$ cat src/rtl/mtl_spi_pkg.sv
// Shared types and constants for the MTL SPI command decoder.
// Holds the opcode and FSM encodings plus the status-byte layout.
package mtl_spi_pkg;

  localparam int CUBE_W = 3;

  typedef enum logic [7:0] {
    OP_NOP        = 8'h00,
    OP_SET_CUBE   = 8'h01,
    OP_LOAD_START = 8'h02,
    OP_LOAD_END   = 8'h03
  } opcode_e;

  typedef enum logic [2:0] {
    ST_IDLE,
    ST_OPCODE,
    ST_ARG,
    ST_EXEC,
    ST_FLUSH
  } state_e;

  // Status byte returned on MISO during byte0: {err, loading, 3'b000, cube}
  localparam int STAT_ERR_BIT  = 7;
  localparam int STAT_LOAD_BIT = 6;
  localparam int STAT_CUBE_LSB = 0;

  function automatic logic opcode_known(input logic [7:0] b);
    return (b <= 8'(OP_LOAD_END));
  endfunction

  function automatic logic [7:0] status_byte(input logic err,
                                             input logic loading,
                                             input logic [CUBE_W-1:0] cube);
    logic [7:0] s;
    s = '0;
    s[STAT_ERR_BIT]              = err;
    s[STAT_LOAD_BIT]             = loading;
    s[STAT_CUBE_LSB +: CUBE_W]   = cube;
    return s;
  endfunction

endpackage

$ cat src/rtl/mtl_spi_command_sync_edge.sv
// Multi-stage synchroniser for an asynchronous SPI pin, with registered
// one-cycle rising/falling edge pulses (pin-to-pulse latency SYNC_STAGES+1).
module spi_sync_edge #(
  parameter int   SYNC_STAGES = 2,
  parameter logic RESET_VAL   = 1'b0
) (
  input  logic iCLK,
  input  logic iRST_n,
  input  logic d_i,
  output logic sync_o,
  output logic rise_o,
  output logic fall_o
);

  logic [SYNC_STAGES-1:0] stage_q;
  logic                   prev_q;
  logic                   rise_q;
  logic                   fall_q;

  genvar gi;
  generate
    for (gi = 0; gi < SYNC_STAGES; gi++) begin : g_stage
      if (gi == 0) begin : g_first
        always_ff @(posedge iCLK or negedge iRST_n) begin
          if (!iRST_n) stage_q[gi] <= RESET_VAL;
          else         stage_q[gi] <= d_i;
        end
      end else begin : g_next
        always_ff @(posedge iCLK or negedge iRST_n) begin
          if (!iRST_n) stage_q[gi] <= RESET_VAL;
          else         stage_q[gi] <= stage_q[gi-1];
        end
      end
    end
  endgenerate

  always_ff @(posedge iCLK or negedge iRST_n) begin
    if (!iRST_n) begin
      prev_q <= RESET_VAL;
      rise_q <= 1'b0;
      fall_q <= 1'b0;
    end else begin
      prev_q <= stage_q[SYNC_STAGES-1];
      rise_q <= stage_q[SYNC_STAGES-1] & ~prev_q;
      fall_q <= ~stage_q[SYNC_STAGES-1] & prev_q;
    end
  end

  assign sync_o = stage_q[SYNC_STAGES-1];
  assign rise_o = rise_q;
  assign fall_o = fall_q;

endmodule

$ cat src/rtl/mtl_spi_command.sv
// SPI slave decoding 2-byte commands from the PIC32 into cube selection and
// loading flag for the MTL LCD controller; cube changes commit on frame start.
module mtl_spi_command
  import mtl_spi_pkg::*;
#(
  parameter int SYNC_STAGES    = 2,
  parameter int TIMEOUT_CYCLES = 4095
) (
  input  logic              iCLK,
  input  logic              iRST_n,
  input  logic              iSPI_SCLK,
  input  logic              iSPI_CS_n,
  input  logic              iSPI_MOSI,
  output logic              oSPI_MISO,
  input  logic              iNewFrame,
  output logic [CUBE_W-1:0] oCube,
  output logic              oLoading,
  output logic              oCmdValid,
  output logic              oErr
);

  localparam int                TMO_W    = $clog2(TIMEOUT_CYCLES + 1);
  localparam logic [TMO_W-1:0]  TMO_LAST = TMO_W'(TIMEOUT_CYCLES - 1);

  logic sclk_lvl, sclk_rise, sclk_fall;
  logic cs_lvl, cs_rise, cs_fall;
  logic mosi_lvl, mosi_rise, mosi_fall;

  // All chains reset low: a frame already in progress (CS_n low) at reset
  // release then produces no falling edge and is ignored until CS_n toggles.
  spi_sync_edge #(.SYNC_STAGES(SYNC_STAGES), .RESET_VAL(1'b0)) u_sync_sclk (
    .iCLK(iCLK), .iRST_n(iRST_n), .d_i(iSPI_SCLK),
    .sync_o(sclk_lvl), .rise_o(sclk_rise), .fall_o(sclk_fall)
  );

  spi_sync_edge #(.SYNC_STAGES(SYNC_STAGES), .RESET_VAL(1'b0)) u_sync_cs (
    .iCLK(iCLK), .iRST_n(iRST_n), .d_i(iSPI_CS_n),
    .sync_o(cs_lvl), .rise_o(cs_rise), .fall_o(cs_fall)
  );

  spi_sync_edge #(.SYNC_STAGES(SYNC_STAGES), .RESET_VAL(1'b0)) u_sync_mosi (
    .iCLK(iCLK), .iRST_n(iRST_n), .d_i(iSPI_MOSI),
    .sync_o(mosi_lvl), .rise_o(mosi_rise), .fall_o(mosi_fall)
  );

  state_e            state_q;
  logic [2:0]        bit_cnt_q;
  logic [7:0]        shift_q;
  opcode_e           opcode_q;
  logic [CUBE_W-1:0] arg_cube_q;
  logic              set_cube_q;
  logic [TMO_W-1:0]  tmo_q;
  logic [CUBE_W-1:0] pending_q;
  logic [CUBE_W-1:0] cube_q;
  logic              loading_q;
  logic              err_q;
  logic              valid_q;
  logic              miso_q;
  logic [6:0]        miso_sr_q;

  logic [7:0]        rx_byte;
  logic              lint_unused;

  assign rx_byte     = {shift_q[6:0], mosi_lvl};
  assign lint_unused = ^{shift_q[7], sclk_lvl, cs_rise, mosi_rise, mosi_fall};

  always_ff @(posedge iCLK or negedge iRST_n) begin
    if (!iRST_n) begin
      state_q    <= ST_IDLE;
      bit_cnt_q  <= '0;
      shift_q    <= '0;
      opcode_q   <= OP_NOP;
      arg_cube_q <= '0;
      set_cube_q <= 1'b0;
      tmo_q      <= '0;
      pending_q  <= '0;
      cube_q     <= '0;
      loading_q  <= 1'b0;
      err_q      <= 1'b0;
      valid_q    <= 1'b0;
      miso_q     <= 1'b0;
      miso_sr_q  <= '0;
    end else begin
      valid_q    <= 1'b0;
      set_cube_q <= 1'b0;

      // pending_q is written one cycle after EXEC, so a frame start that
      // coincides with oCmdValid still commits the previous pending value.
      if (set_cube_q) pending_q <= arg_cube_q;
      if (iNewFrame)  cube_q    <= pending_q;

      case (state_q)
        ST_IDLE: begin
          miso_q <= 1'b0;
          if (cs_fall) begin
            state_q              <= ST_OPCODE;
            bit_cnt_q            <= '0;
            tmo_q                <= '0;
            {miso_q, miso_sr_q}  <= status_byte(err_q, loading_q, cube_q);
          end
        end

        ST_OPCODE, ST_ARG: begin
          // A bit edge wins over a simultaneous CS_n rise so the last bit lands.
          if (sclk_rise) begin
            shift_q   <= rx_byte;
            bit_cnt_q <= bit_cnt_q + 3'd1;
            tmo_q     <= '0;
            if (bit_cnt_q == 3'd7) begin
              if (state_q == ST_OPCODE) begin
                miso_q <= 1'b0;
                if (opcode_known(rx_byte)) begin
                  opcode_q <= opcode_e'(rx_byte);
                  state_q  <= ST_ARG;
                end else begin
                  err_q   <= 1'b1;
                  state_q <= ST_FLUSH;
                end
              end else begin
                state_q <= ST_EXEC;
              end
            end
          end else if (cs_lvl) begin
            err_q   <= 1'b1;
            miso_q  <= 1'b0;
            state_q <= ST_IDLE;
          end else if (!sclk_fall && tmo_q == TMO_LAST) begin
            err_q   <= 1'b1;
            miso_q  <= 1'b0;
            state_q <= ST_FLUSH;
          end else begin
            tmo_q <= sclk_fall ? '0 : tmo_q + TMO_W'(1);
            if (sclk_fall && state_q == ST_OPCODE) begin
              miso_q    <= miso_sr_q[6];
              miso_sr_q <= {miso_sr_q[5:0], 1'b0};
            end
          end
        end

        ST_EXEC: begin
          valid_q <= 1'b1;
          err_q   <= 1'b0;
          state_q <= ST_FLUSH;
          case (opcode_q)
            OP_SET_CUBE: begin
              set_cube_q <= 1'b1;
              arg_cube_q <= shift_q[CUBE_W-1:0];
            end
            OP_LOAD_START: loading_q <= 1'b1;
            OP_LOAD_END:   loading_q <= 1'b0;
            default: ;
          endcase
        end

        ST_FLUSH: begin
          miso_q <= 1'b0;
          if (cs_lvl) state_q <= ST_IDLE;
        end

        default: state_q <= ST_IDLE;
      endcase
    end
  end

  assign oSPI_MISO = miso_q;
  assign oCube     = cube_q;
  assign oLoading  = loading_q;
  assign oCmdValid = valid_q;
  assign oErr      = err_q;

endmodule

$ cat config.mk
export PLATFORM = sky130hd
export DESIGN_NAME = mtl_spi_command
export DESIGN_NICKNAME = d
export VERILOG_FILES = /design/src/rtl/mtl_spi_pkg.sv /design/src/rtl/mtl_spi_command_sync_edge.sv /design/src/rtl/mtl_spi_command.sv
export SDC_FILE = /design/constraint.sdc
export NUM_CORES = 1
export LEC_CHECK = 0
export BUFFER_PORTS_ARGS = -buffer_cell sky130_fd_sc_hd__buf_2
export CORE_ASPECT_RATIO = 1.1
export CORE_MARGIN = 2
export CORE_UTILIZATION = 55
export CTS_BUF_LIST = sky130_fd_sc_hd__clkbuf_8
export DETAILED_ROUTE_END_ITERATION = 12
export GPL_TIMING_DRIVEN = 0
export PLACE_DENSITY_LB_ADDON = 0.3
export SYNTH_ARGS = -nofsm -noshare
export SYNTH_HDL_FRONTEND = slang
export SYNTH_SLANG_ARGS = --single-unit
$ cat constraint.sdc
create_clock -name iCLK -period 3 [get_ports iCLK]
set_input_delay 0.45 -clock iCLK [delete_from_list [all_inputs] [get_ports iCLK]]
set_output_delay 0.45 -clock iCLK [all_outputs]
set_load 0.02 [all_outputs]
==> flow_summary_export.csv, run 1 <==
group,metric,value,unit
timing,maxSlewHeadroom,46.8,%
drt,routedWlPerCell,16.2,um
drt,vias_per_cell,5.84,
clock_network,post_cts_buffers,0,
synth,seq_area_frac_synth,50.6,%
floorplanning,io_pins,13,
critical_path,cp_max_fo,10,
grt,grt_pass1_vias,2272,
synth,synth_commonest_cells,"dfrtp_1, o21ai_0, nand2_1",
timing,tightest_slew,0.797,ns
grt,grt_max_degree,66,
floorplanning,chipWidth,76.9,um
clock_network,cts.sinks,65,
critical_path,arrival,2.36,ns
hold_path,hp-class,"in2async",
pwr,p_leak,1.65,nW
synth,synth_most_common_cell,"dfrtp_1",
timing,timing.final.crit_share,70.6,%
pwr,seq_power_share,46.3,%
floorplanning,die_y,84.2,um
finish,layout.cells.non_filler,378,
clock_network,cts_root_buf,"clkbuf_8",
drt,antenna_left,0,
pwr,combPwrFrac,16.6,%
job,maxCapViolCount,0,
grt,overflow,0,
placed_design,pre_cts_ws,0.930,ns
clock_network,cts_hold_buffers,0,
timing,fin_crit,2.12,ns
critical_path,rrSetupSlack,0.88,ns
drt,drc,0,
pwr,p_int,1.51,mW
pwr,p_switching,0.626,mW
pwr,p_per_area,594,nW/um^2
pwr,clockPowerShare,37.1,%
finish,diodes,0,
timing,drv_slew,0,
clock_network,numCtsBuffers,9,
grt,grt_usage,21.0,%
timing,hold_viol,0,
drt,wirelength,6130,um
floorplanning,initial_core_util,56.4,%
floorplanning,coreArea,5700,sq um
floorplanning,die_area,6470,sq um
clock_network,clk_latency,0.35,ns
placed_design,port_buffers,12,
drt,drt_iter0_markers,126,
synth,ys_types,60,
floorplanning,fp-row-count,29,
critical_path,cp-start-kind,"register",
drt,vias,2208,
finish,nNetsFinal,306,
synth,syn_area,3210,sq um
placed_design,placed_cells,362,
run_status,status,"finished clean",
synth,synth_top_cell_area_share,50.6,%
clock_network,ctsResizeCount,0,
critical_path,required,3.24,ns
pwr,vdd_drop_max,0.000365,V
timing,setup_ws,0.882,ns
grt,antenna_found_initial,0,
synth,synth_area_leaders,"dfrtp_1, mux2_2, o21ai_0",
finish,area_growth,11.6,%
pwr,sw_frac_of_total,29.4,%
timing,max_freq,472,MHz
timing,worst_clock_skew,0.0117,ns
synth,synth_edf_count,0,
timing,grt_setup_unrepaired,"no",
finish,fillCellCount,476,
synth,ys.flop_type,"dfrtp_1",
synth,syn_nets,283,
clock_network,cts_tree,"built",
timing,fin_setup_tns,0,ns
critical_path,cp-end-kind,"register",
timing,setup_violations,0,
synth,avgSynthCellArea,11.8,sq um
synth,synth_warnings,0,
critical_path,worstSetupPathType,"reg2reg",
clock_network,clk_pin_slew,0.08,ns
drt,drt_pass1_iterations,4,
synth,synth-seq-cells,65,
clock_network,clockBufferDepth,2,
synth,yosysTopAreaCell,"dfrtp_1",
grt,grt_pass1_wl,10700,um
clock_network,cts_max_level,3,
synth,async_reset_ff_share,100,%
synth,synth_cells,273,
finish,drive_above_1_share,25.2,%
placed_design,hpwl,4160,um
placed_design,gp_congestion,0.883,
[critical path, stage by stage (launching register included)]
cell and delay (ns):
dfrtp_1 0.44, inv_1 0.11, ha_1 0.19, nand4_1 0.23, o41ai_4 0.67, a21oi_1 0.21, o32ai_1 0.16
[metal layers]
metal,GRT usage (%),up-vias,part of all wire (%)
li1,-,1044,-
met1,27.6,1110,46
met2,33.4,41,49
met3,4.62,13,3.4
met4,9.75,0,2.1
met5,0,-,0
[kinds of logic after synthesis]
group                      synth area share [%]
and+or+nand+nor                            15.0
buffers and inverters                      3.85
muxes                                      10.7
adders and majority gates                  1.56
DFF                                        50.6
xor gates and xnor gates                   1.01
AOI/OAI and AO/OA                          17.2
[metrics by stage]
step | util, % | hold WS, ns | total power, mW | instance area (sq um)
after floorplan | - | 0.154 | 1.25 | 3210
after detailed placement | 59.2 | 0.336 | 1.36 | 3370
final | 63.0 | 0.172 | 2.13 | 3590
after CTS | 63.0 | 0.190 | 2.15 | 3590
after global routing | 63.0 | 0.194 | 2.23 | 3590
after global placement | 59.2 | 0.332 | 1.35 | 3370
[power by group through the flow]
stage	Sequential [mW]	Combinational [mW]	Clock, mW
final	0.987	0.354	0.791
after global placement	1.00	0.344	0
after global routing	0.996	0.394	0.844
after floorplan	0.998	0.256	0
after detailed placement	1.00	0.353	0
after CTS	0.987	0.355	0.808
[sequential cells by signal, indices dropped and copies added, names as in the netlist, 3 cells and up]
signal	count
tmo_q	12
bit_cnt_q	3
shift_q	7
arg_cube_q	3
pending_q	3
miso_sr_q	7
opcode_q	8
oCube	3
state_q	3
[cell usage in the layout (no fill, tap or decap), types with 8 or more instances in the layout]
cell type	count
inv_1	10
buf_2	11
o21ai_0	25
dfrtp_1	65
clkbuf_8	11
mux2_2	15
o21bai_1	10
nand3_1	8
mux2i_1	12
a21oi_1	8
nand2_1	18
[cell type report]
cell class / count / area, sq um / area share [%]
timing repair buffer: 12 / 62.6 / 1.74
multi-input combinational: 186 / 1460 / 40.8
sequential: 65 / 1630 / 45.3
clock buffer: 11 / 151 / 4.22
clock inverter: 5 / 62.6 / 1.74
tap: 77 / 96.3 / 2.69
buffer: 12 / 86.3 / 2.41
inverter: 10 / 37.5 / 1.05
[final timing paths]
| check | startpoint | to | cells after the start |
|---|---|---|---|
| max in group asynchronous | iRST_n | shift_q[0] | 1 |
| hold reg to reg | u_sync_cs.stage_q[0] | u_sync_cs.sync_o | 0 |
| hold / removal | iRST_n | miso_sr_q[3] | 1 |
| setup / recovery | tmo_q[0] | tmo_q[3] | 6 |
| min in group iCLK | iSPI_MOSI | u_sync_mosi.stage_q[0] | 1 |
| setup reg to reg | tmo_q[0] | tmo_q[3] | 6 |
Note: power is estimated with default switching activity, not from simulation.
==> inputs of run 2 (changes only) <==
--- a/config.mk
+++ b/config.mk
@@ -5,6 +5,7 @@
 export SDC_FILE = /design/constraint.sdc
 export NUM_CORES = 1
 export LEC_CHECK = 0
+export ABC_AREA = 1
 export BUFFER_PORTS_ARGS = -buffer_cell sky130_fd_sc_hd__buf_2
 export CORE_ASPECT_RATIO = 1.1
 export CORE_MARGIN = 2
==> constraint.sdc (replaced) <==
create_clock -name iCLK -period 2 [get_ports iCLK]
set_input_delay 0.3 -clock iCLK [delete_from_list [all_inputs] [get_ports iCLK]]
set_output_delay 0.3 -clock iCLK [all_outputs]
set_load 0.02 [all_outputs]
==> run 2 against run 1 <==
  * Maximum frequency up 22%
  * Utilization up 1.6 points
  * Setup slack got worse by 0.61 ns
  * Synthesized area down 3.6%
  * Sequential power increased by 68%
  * Count of clock-buffer cells in the layout is the same
  * Total power increased by 120%
  * Critical endpoint is now oSPI_MISO
  * Clock power increased by 58%
  * Largest power group is now combinational cells
  * Clock skew about the same
  * Via count grew 8.3%
  * Critical path depth grew 3
  * Global-route usage increased by 0.30 points
==> flow_summary_export.csv, run 2 <==
group,metric,value,unit
grt,grt_pass1_wl,9940,um
grt,antenna_found_initial,0,
synth,synth_cells,365,
clock_network,ctsResizeCount,0,
floorplanning,initial_core_util,57.4,%
drt,vias,2391,
placed_design,port_buffers,12,
synth,syn_nets,375,
synth,seq_area_frac_synth,52.5,%
floorplanning,die_area,6250,sq um
finish,top_regs,"tmo_q x12, opcode_q x8",
synth,synth_area_leaders,"dfrtp_1, nand2_1, inv_1",
synth,synth_top_cell_area_share,52.5,%
clock_network,post_cts_buffers,0,
clock_network,cts_max_level,3,
finish,regMostFlops,"tmo_q",
critical_path,arrival,1.95,ns
critical_path,critPathBufInv,2,
critical_path,worstPathCellList,"inv_1, nand3_4, nand2_8, clkinv_1, nand2_1, and2_1, nand2_1, nand2_1, nand2_1",
finish,drive_above_1_share,12.7,%
drt,drc,0,
drt,drt_pass1_iterations,4,
timing,drv_slew,0,
critical_path,required,2.21,ns
synth,yosysTopAreaCell,"dfrtp_1",
synth,ys.flop_type,"dfrtp_1",
critical_path,cp_top_family,"simple AND/OR/NAND/NOR gates",
drt,vias_per_cell,5.11,
clock_network,cts.sinks,65,
drt,antenna_left,0,
synth,synth_edf_count,0,
timing,tightest_slew,0.782,ns
floorplanning,die_y,82.7,um
synth,async_reset_ff_share,100,%
critical_path,crit_path_frequent_cell,"nand2_1",
grt,overflow,0,
floorplanning,coreArea,5400,sq um
finish,nNetsFinal,398,
critical_path,slowest_delay,0.36,ns
pwr,p_per_area,1360,nW/um^2
clock_network,cts_root_buf,"clkbuf_8",
finish,final_cell_mix,"nand2_1, dfrtp_1, inv_1, nor2_1",
critical_path,ff2ff_path_depth,9,
finish,largest_reg_flops,12,
synth,synth-seq-cells,65,
critical_path,slowest_stage,"dfrtp_1",
synth,synth_mux_area_share,1.09,%
pwr,p_leak,1.72,nW
pwr,vdd_drop_max,0.000703,V
clock_network,clk_pin_slew,0.07,ns
timing,setup_violations,0,
clock_network,numCtsBuffers,9,
placed_design,hpwl,4000,um
finish,layout_commonest_cell,"nand2_1",
timing,max_freq,577,MHz
floorplanning,io_pins,13,
critical_path,r2r-start,"state_q[2]",
synth,ys_types,36,
timing,fin_crit,1.73,ns
synth,synth_compound_area_share,8.48,%
clock_network,clockBufferDepth,2,
placed_design,placed_cells,452,
drt,routedWlPerCell,12.3,um
critical_path,cp-start-kind,"register",
synth,synthXorXnorAreaFrac,0,%
drt,wirelength,5760,um
critical_path,cp_max_fo,9,
timing,maxSlewHeadroom,47.9,%
critical_path,r2r_end,"oSPI_MISO",
critical_path,rrSetupSlack,0.27,ns
finish,layout.cells.non_filler,468,
job,maxCapViolCount,0,
synth,syn_area,3100,sq um
synth,synth-simple-area-share,27.2,%
clock_network,clk_latency,0.33,ns
placed_design,gp_congestion,0.870,
timing,timing.final.crit_share,86.6,%
floorplanning,chipWidth,75.6,um
timing,worst_clock_skew,0.0121,ns
timing,hold_viol,0,
synth,avgSynthCellArea,8.49,sq um
run_status,status,"finished clean",
hold_path,hp-class,"in2async",
grt,grt_max_degree,66,
grt,grt_usage,21.3,%
timing,grt_setup_unrepaired,"no",
critical_path,cp-end-kind,"register",
timing,fin_setup_tns,0,ns
finish,diodes,0,
floorplanning,fp-row-count,28,
synth,synth_most_common_cell,"nand2_1",
synth,synth_warnings,0,
finish,area_growth,12.5,%
drt,drt_iter0_markers,191,
grt,grt_pass1_vias,2264,
clock_network,cts_tree,"built",
synth,synth_commonest_cells,"nand2_1, dfrtp_1, inv_1",
clock_network,cts_hold_buffers,0,
synth,synth_top_family_by_area,"simple AND/OR/NAND/NOR gates",
synth,synth-adder-area-share,1.61,%
critical_path,worstSetupPathType,"reg2reg",
==> run 2: worst register-to-register path, cell delays in order, from the launching register on <==
cell	delay, ns
dfrtp_1	0.36
inv_1	0.18
nand3_4	0.19
nand2_8	0.16
clkinv_1	0.31
nand2_1	0.13
and2_1	0.14
nand2_1	0.05
nand2_1	0.05
nand2_1	0.05
==> run 2: through the flow <==
stage	instance area [sq um]	setup slack, ns	util [%]	hold WS [ns]	power, mW
6_report	3490	0.267	64.6	0.0478	4.74
5_1_grt	3490	0.183	64.6	0.0638	5.08
4_1_cts	3480	0.293	64.6	0.0599	4.76
3_5_place_dp	3250	0.300	60.3	0.335	3.50
3_3_place_gp	3250	0.355	60.3	0.339	3.45
2_1_floorplan	3100	0.597	-	0.00441	3.09
==> run 2: layout make-up <==
| type | instances | area, sq um |
|---|---|---|
| inverter | 61 | 231 |
| tap | 75 | 93.8 |
| timing repair buffer | 12 | 62.6 |
| buffer | 6 | 52.6 |
| clock inverter | 5 | 78.8 |
| fill | 481 | 1910 |
| clock buffer | 11 | 151 |
| sequential | 65 | 1630 |
| multi-input combinational | 233 | 1190 |
==> run 2: kinds of logic (layout without fill, tap and decap cells) <==
| kind of cell | count (synthesis) | count (layout) |
|---|---|---|
| AOI/OAI and AO/OA | 46 | 46 |
| adders and majority gates | 4 | 4 |
| buffers and inverters | 67 | 95 |
| DFF | 65 | 65 |
| muxes | 3 | 3 |
| and+or+nand+nor | 180 | 180 |
==> run 2: layer usage <==
layer	track usage, %	vias up	share of wire [%]
met1	28.4	1126	46
met4	8.42	0	1.4
met5	0	-	0
met3	3.64	9	3.9
met2	34.5	53	48
li1	-	1203	-
==> run 2: worst max path at each step <==
stage	end	slack, ns	from	depth (start not counted)
global placement	state_q[2]	0.36	state_q[2]	9
global route	tmo_q[4]	0.18	state_q[2]	7
CTS	oSPI_MISO	0.29	state_q[2]	9
detailed placement	oSPI_MISO	0.30	state_q[2]	9
floorplan	oSPI_MISO	0.60	state_q[2]	9
finish	oSPI_MISO	0.27	state_q[2]	9
==> run 2: where the power goes <==
| part | leakage (nW) | switching (mW) | internal (mW) |
|---|---|---|---|
| Sequential | 0.865 | 0.134 | 1.53 |
| Combinational | 0.745 | 1.20 | 0.624 |
| Clock | 0.113 | 0.486 | 0.765 |
| Total | 1.72 | 1.82 | 2.91 |
==> inputs of run 3 (changes only) <==
--- a/config.mk
+++ b/config.mk
@@ -6,7 +6,7 @@
 export NUM_CORES = 1
 export LEC_CHECK = 0
 export ABC_AREA = 1
-export BUFFER_PORTS_ARGS = -buffer_cell sky130_fd_sc_hd__buf_2
+export BUFFER_PORTS_ARGS = -buffer_cell sky130_fd_sc_hd__clkbuf_2
 export CORE_ASPECT_RATIO = 1.1
 export CORE_MARGIN = 2
 export CORE_UTILIZATION = 55
==> constraint.sdc (replaced) <==
create_clock -name iCLK -period 1.5 [get_ports iCLK]
set_input_delay 0.225 -clock iCLK [delete_from_list [all_inputs] [get_ports iCLK]]
set_output_delay 0.225 -clock iCLK [all_outputs]
set_load 0.02 [all_outputs]
==> run 3 against run 2 <==
  * The flow now finishes with violations (setup timing)
  * Design area is 8.9% higher
  * Total power rose by 46%
  * Non-clock buffer count increased by 20
  * Register-to-register slack worse by 0.28 ns
  * Utilization up 5.8 points
  * Critical endpoint is now tmo_q[1]
  * Largest cell class unchanged
  * Largest power group unchanged
==> flow_summary_export.csv, run 3 (synthesized netlist as in run 2, its figures left out) <==
group,metric,value,unit
critical_path,r2r_end,"tmo_q[1]",
timing,worst_clock_skew,0.0122,ns
job,maxCapViolCount,0,
finish,nNetsFinal,418,
finish,final_cell_mix,"nand2_1, dfrtp_1, inv_1, nor2_1, nand3_1",
timing,tightest_slew,0.853,ns
drt,drt_pass1_iterations,4,
critical_path,arrival,1.79,ns
timing,hold_viol,0,
drt,vias_per_cell,5.14,
critical_path,cp_max_fo,7,
pwr,p_leak,1.83,nW
placed_design,port_buffers,12,
drt,routedWlPerCell,12.9,um
clock_network,clk_latency,0.35,ns
drt,antenna_left,0,
critical_path,rrSetupSlack,-0.02,ns
finish,top_regs,"tmo_q x12, opcode_q x8",
grt,grt_usage,22.0,%
finish,fillCellCount,398,
drt,wirelength,6310,um
clock_network,clk_pin_slew,0.08,ns
timing,setup_ws,-0.0175,ns
run_status,failed_checks,"setup timing",
pwr,vdd_drop_max,0.00124,V
clock_network,clockBufferDepth,2,
critical_path,worstSetupPathType,"reg2reg",
placed_design,gp_congestion,0.869,
timing,max_freq,659,MHz
critical_path,worstPathCellList,"buf_4, nand3_4, nand2_8, nand2_4, inv_2, a21oi_4, buf_6, nand3b_1, nand2_1",
grt,grt_pass1_vias,2336,
pwr,totalPowerFinal,6.94,mW
timing,fin_setup_tns,-0.0519,ns
critical_path,cp-start-kind,"register",
critical_path,cp-end-kind,"register",
floorplanning,chipWidth,75.6,um
floorplanning,fp-row-count,28,
clock_network,numCtsBuffers,9,
pwr,p_per_area,1830,nW/um^2
finish,area_growth,22.5,%
timing,fin_crit,1.52,ns
timing,grt_setup_unrepaired,"yes",
floorplanning,coreArea,5400,sq um
finish,drive_above_1_share,24.2,%
critical_path,required,1.77,ns
critical_path,r2r-start,"state_q[1]",
placed_design,pre_cts_ws,-0.178,ns
critical_path,slowest_delay,0.42,ns
finish,diodes,0,
finish,regMostFlops,"tmo_q",
floorplanning,initial_core_util,57.4,%
floorplanning,die_area,6250,sq um
clock_network,cts_max_level,3,
drt,vias,2509,
critical_path,slowest_stage,"dfrtp_1",
clock_network,cts_tree,"built",
finish,layout_commonest_cell,"nand2_1",
finish,largest_reg_flops,12,
critical_path,ff2ff_path_depth,9,
drt,drt_iter0_markers,121,
drt,drc,0,
timing,setup_violations,5,
floorplanning,io_pins,13,
critical_path,cp_top_family,"flip-flops",
critical_path,critPathBufInv,3,
floorplanning,die_y,82.7,um
clock_network,cts_root_buf,"clkbuf_8",
critical_path,crit_start,"state_q[1]",
hold_path,hp-class,"in2async",
grt,grt_pass1_wl,10200,um
timing,drv_slew,0,
clock_network,cts.sinks,65,
run_status,status,"finished, violations left",
grt,overflow,0,
timing,timing.final.crit_share,101,%
placed_design,hpwl,3940,um
grt,antenna_found_initial,0,
timing,maxSlewHeadroom,43.1,%
grt,grt_max_degree,66,
run 3: changes by cell type in the layout (fill, tap and decap cells not counted), sizes merged:
| cell | previous run | this run |
|---|---|---|
| clkbuf | 13 | 24 |
| buf | 16 | 22 |
| dlygate4sd3 | 0 | 3 |
| clkinv | 1 | 3 |
| bufinv | 2 | 1 |
| clkinvlp | 2 | 1 |
run 3: routing by layer:
metal  track usage (%)  wire length (um)  vias up
met5                 0                 0        -
met4              7.54               101        0
met3              6.31               235       13
met2              37.9              3240       54
met1              26.3              2730     1194
li1                  -                 -     1248
run 3: worst max-delay path by stage:
stage                              end  slack [ns]  depth (start not counted)
after floorplan              oSPI_MISO         0.1                          9
after global placement        oCube[0]       -0.15                          1
after detailed placement     oSPI_MISO       -0.18                          9
after CTS                     tmo_q[1]      -0.007                          9
after global routing      miso_sr_q[3]       -0.10                          6
final                         tmo_q[1]       -0.02                          9
run 3: repair_timing:
item | 4_1_cts | 5_1_grt
hold buffers | 3 | 0
buffers inserted | 12 | 4
endpoints found under the setup margin | 30 | 33
gates cloned | 1 | 0
pin swaps | 8 | 15
gates resized for setup | 17 | 42
endpoints found under the hold margin | 3 | 0
run 3: final cells by class:
cell class	count	area, sq um	area share [%]
Sequential cell	65	1630	42.9
Multi-Input combinational cell	233	1330	35.0
Inverter	61	241	6.36
Timing Repair Buffer	32	231	6.10
Clock buffer	11	151	3.99
Tap cell	75	93.8	2.47
Clock inverter	5	63.8	1.68
Buffer	6	55.1	1.45
run 3: metrics by stage:
stage               instances  utilization [%]  hold WS, ns  cell area (sq um)
global placement          452             60.3        0.334               3250
global route              488             70.4       0.0905               3800
CTS                       484             67.3       0.0532               3630
floorplan                 365                -      -0.0706               3100
detailed placement        452             60.3        0.335               3260
finish                    488             70.4      0.00216               3800
run 3: worst register-to-register path: cells and delay by family, from the launching register on:
kind / cells / cell delay [ns]
AOI/OAI and AO/OA: 1 / 0.24
buffers and inverters: 3 / 0.37
DFF: 1 / 0.42
and+or+nand+nor: 5 / 0.41
run 3: power by group:
part	internal (mW)	switching [mW]	total [mW]
registers	2.04	0.189	2.23
logic	1.27	1.88	3.15
clock network	0.866	0.690	1.56
